### src/rtl/serial_bit_feeder_if.sv
// Parallel word handshake into the serial bit feeder.
// The source (master) drives the word and its valid flag; the feeder (slave) returns ready.
interface serial_bit_feeder_if #(
    parameter int WIDTH = 8
);
    logic [WIDTH-1:0] in_data;
    logic             in_valid;
    logic             in_ready;

    modport master (
        output in_data,
        output in_valid,
        input  in_ready
    );

    modport slave (
        input  in_data,
        input  in_valid,
        output in_ready
    );
endinterface

### src/rtl/serial_bit_feeder.sv
// Parallel-to-serial stage feeding a Moore sequence detector's serial input.
// Words arrive over a valid/ready handshake and leave one bit per clock. The next
// word can be loaded on the final-bit cycle, so consecutive words stream without a gap.
// All outputs are decoded from registers, so they take their reset values as soon as rst falls.
module serial_bit_feeder #(
    parameter int   WIDTH     = 8,
    parameter bit   MSB_FIRST = 1'b1,
    parameter logic IDLE_BIT  = 1'b0
) (
    input  logic                 clk,
    input  logic                 rst,
    serial_bit_feeder_if.slave   in_if,
    output logic                 sout,
    output logic                 sout_vld,
    output logic                 last_bit
);

    localparam int CNT_W = (WIDTH > 1) ? $clog2(WIDTH) : 1;
    localparam logic [CNT_W-1:0] LAST_CNT = CNT_W'(WIDTH - 1);

    typedef enum logic {
        IDLE  = 1'b0,
        SHIFT = 1'b1
    } state_t;

    state_t           state_q, state_d;
    logic [WIDTH-1:0] shreg_q, shreg_d;
    logic [CNT_W-1:0] bit_cnt_q, bit_cnt_d;

    logic             accept;
    logic             head_bit;
    logic [WIDTH-1:0] shreg_shifted;

    // The bit on the wire is the end of the shift register facing the output.
    generate
        if (MSB_FIRST) begin : g_msb_first
            assign head_bit      = shreg_q[WIDTH-1];
            assign shreg_shifted = {shreg_q[WIDTH-2:0], 1'b0};
        end else begin : g_lsb_first
            assign head_bit      = shreg_q[0];
            assign shreg_shifted = {1'b0, shreg_q[WIDTH-1:1]};
        end
    endgenerate

    // Output and handshake decode; ready also on the final bit so reloads are gapless.
    always_comb begin
        sout_vld       = (state_q == SHIFT);
        last_bit       = sout_vld && (bit_cnt_q == LAST_CNT);
        in_if.in_ready = (state_q == IDLE) || last_bit;
        accept         = in_if.in_valid && in_if.in_ready;
        sout           = sout_vld ? head_bit : IDLE_BIT;
    end

    // Next-state logic: load on accept, shift through the word, reload or idle at its end.
    always_comb begin
        state_d   = state_q;
        shreg_d   = shreg_q;
        bit_cnt_d = bit_cnt_q;
        case (state_q)
            IDLE: begin
                if (accept) begin
                    shreg_d   = in_if.in_data;
                    bit_cnt_d = '0;
                    state_d   = SHIFT;
                end
            end
            SHIFT: begin
                if (bit_cnt_q != LAST_CNT) begin
                    shreg_d   = shreg_shifted;
                    bit_cnt_d = bit_cnt_q + 1'b1;
                end else if (accept) begin
                    shreg_d   = in_if.in_data;
                    bit_cnt_d = '0;
                end else begin
                    bit_cnt_d = '0;
                    state_d   = IDLE;
                end
            end
            default: begin
                state_d   = IDLE;
                bit_cnt_d = '0;
            end
        endcase
    end

    // State registers; an active-low reset discards any partially sent word at once.
    always_ff @(posedge clk or negedge rst) begin
        if (!rst) begin
            state_q   <= IDLE;
            shreg_q   <= '0;
            bit_cnt_q <= '0;
        end else begin
            state_q   <= state_d;
            shreg_q   <= shreg_d;
            bit_cnt_q <= bit_cnt_d;
        end
    end

endmodule

### src/flat_wrapper.sv
// flat-port wrapper written by rule: the top's interface ports become plain ports
module serial_bit_feeder_flat 
#(
    parameter int   WIDTH     = 8,
    parameter bit   MSB_FIRST = 1'b1,
    parameter logic IDLE_BIT  = 1'b0
)
  (clk, rst, sout, sout_vld, last_bit, in_if_in_data, in_if_in_valid, in_if_in_ready);
  serial_bit_feeder_if #(.WIDTH(WIDTH)) in_if_i ();
  input  logic clk;
  input  logic rst;
  output logic sout;
  output logic sout_vld;
  output logic last_bit;
  input wire logic [$bits(in_if_i.in_data)-1:0] in_if_in_data;
  input wire logic [$bits(in_if_i.in_valid)-1:0] in_if_in_valid;
  output wire logic [$bits(in_if_i.in_ready)-1:0] in_if_in_ready;
  assign in_if_i.in_data = in_if_in_data;
  assign in_if_i.in_valid = in_if_in_valid;
  assign in_if_in_ready = in_if_i.in_ready;
  serial_bit_feeder #(.WIDTH(WIDTH), .MSB_FIRST(MSB_FIRST), .IDLE_BIT(IDLE_BIT)) u_core (.clk(clk), .rst(rst), .in_if(in_if_i), .sout(sout), .sout_vld(sout_vld), .last_bit(last_bit));
endmodule
### config.mk
export PLATFORM = sky130hd
export DESIGN_NAME = serial_bit_feeder_flat
export DESIGN_NICKNAME = d
export VERILOG_FILES = /design/src/rtl/serial_bit_feeder_if.sv /design/src/rtl/serial_bit_feeder.sv /design/src/flat_wrapper.sv
export SDC_FILE = /design/constraint.sdc
export NUM_CORES = 1
export LEC_CHECK = 0
export BUFFER_PORTS_ARGS = -buffer_cell sky130_fd_sc_hd__buf_4
export CAP_MARGIN = 20
export CORE_AREA = 2 2 39 41
export DETAILED_ROUTE_END_ITERATION = 6
export DIE_AREA = 0 0 41 43
export HOLD_SLACK_MARGIN = 0.03
export MAX_ROUTING_LAYER = met4
export PLACE_DENSITY = 0.72
export SLEW_MARGIN = 20
export SYNTH_ARGS = -nofsm -noshare
export SYNTH_HDL_FRONTEND = slang
export SYNTH_SLANG_ARGS = --single-unit
export TNS_END_PERCENT = 10
### constraint.sdc
create_clock -name clk -period 2 [get_ports clk]
set_input_delay 0.3 -clock clk [delete_from_list [all_inputs] [get_ports clk]]
set_output_delay 0.3 -clock clk [all_outputs]
set_load 0.02 [all_outputs]
==> impl_metrics.py <==
metrics = {
    "synthesis": {
        "synth_commonest_cells": "14 x mux2_4, 12 x dfrtp_1",
        "synth_edf_count": 0,
        "synth_cell_types": 12,
        "ys_warn_count": 0,
        "yosysSeqAreaShare": 0.4771,
        "synth.avg_cell_area_um2": 15.73,
        "ys.flop_type": "dfrtp_1",
        "syn_area_um2": 629.4,
        "synth_fp_nets": 53,
        "synth.most_common_cell": "mux2_4",
        "yosysTopAreaCell": "dfrtp_1",
        "synth_area_leaders": "dfrtp_1 48%, mux2_4 33%, ha_1 4.0%",
        "synth_cells": 40,
        "ys_async_sr_fraction": 1.000,
        "synth_seq_cells": 12,
        "synth_top_area_share": 0.4771,
    },
    "cts": {
        "cts_made_buffers": 3,
        "cts.sinks": 12,
        "clk_latency_ns": 0.26,
        "clk_path_buf_depth": 2,
        "clkTransAtPathRegs_ns": 0.07,
        "htree_levels": 1,
        "cts_tree": "yes",
        "cts-root-buf": "clkbuf_4",
    },
    "floorplan": {
        "die_h_um": 43,
        "die_w_um": 41,
        "ios": 15,
        "core_um2": 1384,
        "start_util": 0.4548,
        "rows": 14,
        "fp.dieArea_um2": 1763,
    },
    "detailed_routing": {
        "drc": 0,
        "drtPass1Iterations": 2,
        "ant_nets": 0,
        "wirelength_um": 918,
        "drt_iter0_markers": 3,
        "routedWlPerCell_um": 12.58,
        "num_vias": 369,
        "via_per_inst": 5.055,
    },
    "grt": {
        "grt_usage": 0.1426,
        "grt_first_pass_wirelength_um": 1614,
        "grt_pass1_vias": 395,
        "globalRouteOverflowTotal": 0,
        "antenna_found_initial": 0,
        "grt_max_degree": 13,
    },
    "critical_path": {
        "ff2ff_setup_slack_ns": 0.45,
        "required_ns": 1.70,
        "cp_max_fo": 9,
        "worstRegToRegCells": 5,
        "r2r_end": "u_core.shreg_q[2]",
        "crit_type": "register to output port",
        "crit_arrival_ns": 1.57,
        "end_kind": "output port",
        "r2r-start": "u_core.bit_cnt_q[0]",
        "startpoint_type": "register",
    },
    "timing": {
        "setup_tns_ns": 0,
        "grt_setup_unrepaired": "no",
        "period_minus_slack_ns": 1.865,
        "relSlewSlack": 0.8840,
        "drv_slew": 0,
        "worst_slew_pin_slew_ns": 0.1734,
        "period_share": 0.9327,
        "setup_viol": 0,
        "hold_viol": 0,
        "fin_skew_ns": 0.0006678,
        "fmax_ghz": 0.5361,
    },
    "hold_path": {
        "hp-start": "in_if_in_data[0]",
        "holdPathStages": 3,
        "hold_class": "input port to register",
        "whs_endpoint": "u_core.shreg_q[0]",
    },
    "cells_and_area": {
        "fin_nets": 72,
        "synthToLayoutAreaGrowth_pct": 23.26,
        "n_fill_cell": 114,
        "antenna_cells": 0,
        "drive_gt1_frac": 0.6140,
        "finish.utilization": 0.5606,
    },
    "power_and_ir_drop": {
        "power.internal_mw": 0.7176,
        "netSwitchingPower_mw": 0.3166,
        "p_leak_nw": 0.3958,
        "combPwrFrac": 0.478,
        "power_density_nw_per_um2": 1333,
        "clock_power_share": 0.138,
        "pwr-share-seq": 0.384,
        "p_sw_frac": 0.3061,
        "ir_worst_vdd_mv": 0.6813,
    },
    "place": {
        "gp_congestion": 0.6416,
        "io_buffers": 14,
        "dp_hpwl_um": 665.8,
    },
    "status": {
        "status": "completed",
    },
    "job": {
        "drv_cap": 0,
    },
}
[repair_timing]
| item | CTS | global route |
|---|---|---|
| hold endpoints to repair | 12 | 0 |
| hold buffers | 1 | 0 |
| gates resized for setup | 0 | 0 |
| buffers inserted | 0 | 0 |
[per-layer routing]
layer	vias to the layer above	wire, um	GRT usage
met1	180	416	0.1809
li1	176	-	-
met2	11	436	0.1938
met4	0	8	0.1000
met5	-	0	-
met3	2	56	0.03141
[logic make-up (layout without fill, tap and decap cells)]
group / count (synthesis) / after routing / share of synthesized area
buffers and inverters: 2 / 19 / 0.02784
adders and majority gates: 2 / 2 / 0.03976
and+or+nand+nor: 6 / 6 / 0.05965
AOI/OAI and AO/OA: 2 / 2 / 0.02784
DFF: 12 / 12 / 0.4771
muxes: 16 / 16 / 0.3678
[worst max-delay path, cell delays in order, from the launching register on]
cell and delay (ns):
dfrtp_1 0.39, ha_1 0.20, ha_1 0.19, and2b_2 0.27, inv_4 0.09, buf_4 0.17
[flip-flops by register name, summed over array words and instances, names as in the netlist]
signal,cells
u_core.sout_vld,1
u_core.bit_cnt_q,3
u_core.shreg_q,8
[final cells by class]
| class | count | area, um^2 | share of cell area |
|---|---|---|---|
| flip-flops and latches | 12 | 300.3 | 0.3871 |
| repair buffers | 15 | 115.1 | 0.1484 |
| inverters | 1 | 6.256 | 0.008065 |
| well taps | 16 | 20.02 | 0.02581 |
| clock buffers | 3 | 22.52 | 0.02903 |
| multi-input cells | 26 | 311.5 | 0.4016 |
[power by group through the flow]
stage / clock (mW) / sequential [mW] / combinational, mW
4_1_cts: 0.150 / 0.400 / 0.501
3_3_place_gp: 0 / 0.403 / 0.487
3_5_place_dp: 0 / 0.402 / 0.497
2_1_floorplan: 0 / 0.393 / 0.386
5_1_grt: 0.160 / 0.413 / 0.535
6_report: 0.143 / 0.397 / 0.494
[cells in the final DEF, fill, tap and decap left out, drive strengths merged]
master,Yosys,final
buf,1,14
inv,1,1
a22o,2,2
clkbuf,0,3
nand2b,1,1
and2b,1,1
mux2i,1,1
and2,2,2
nor2,2,2
dfrtp,12,12
ha,2,2
mux2,15,15
dlygate4sd3,0,1
[how the worst max path moves through the flow]
stage / startpoint / end / slack, ns / depth (start not counted)
after CTS: u_core.bit_cnt_q[0] / in_if_in_ready / 0.11 / 5
after global routing: u_core.bit_cnt_q[0] / in_if_in_ready / 0.07 / 5
after floorplan: u_core.bit_cnt_q[0] / u_core.shreg_q[1] / 0.51 / 5
after global placement: u_core.bit_cnt_q[0] / in_if_in_ready / 0.45 / 5
final: u_core.bit_cnt_q[0] / in_if_in_ready / 0.13 / 5
after detailed placement: u_core.bit_cnt_q[0] / in_if_in_ready / 0.42 / 5
[through the flow]
stage                     area, um^2  std cells  worst slack (ns)  power, mW  hold slack [ns]
after floorplan                629.4         40            0.5114     0.7796         0.004409
after detailed placement       743.2         69            0.4178     0.8991           0.1501
final                          775.7         73            0.1346      1.034           0.2787
after global routing           775.7         73           0.07130      1.107           0.2829
after CTS                      775.7         73            0.1141      1.051           0.2770
after global placement         743.2         69            0.4546     0.8899           0.1463
No activity file was read; power rests on OpenSTA's default activity.
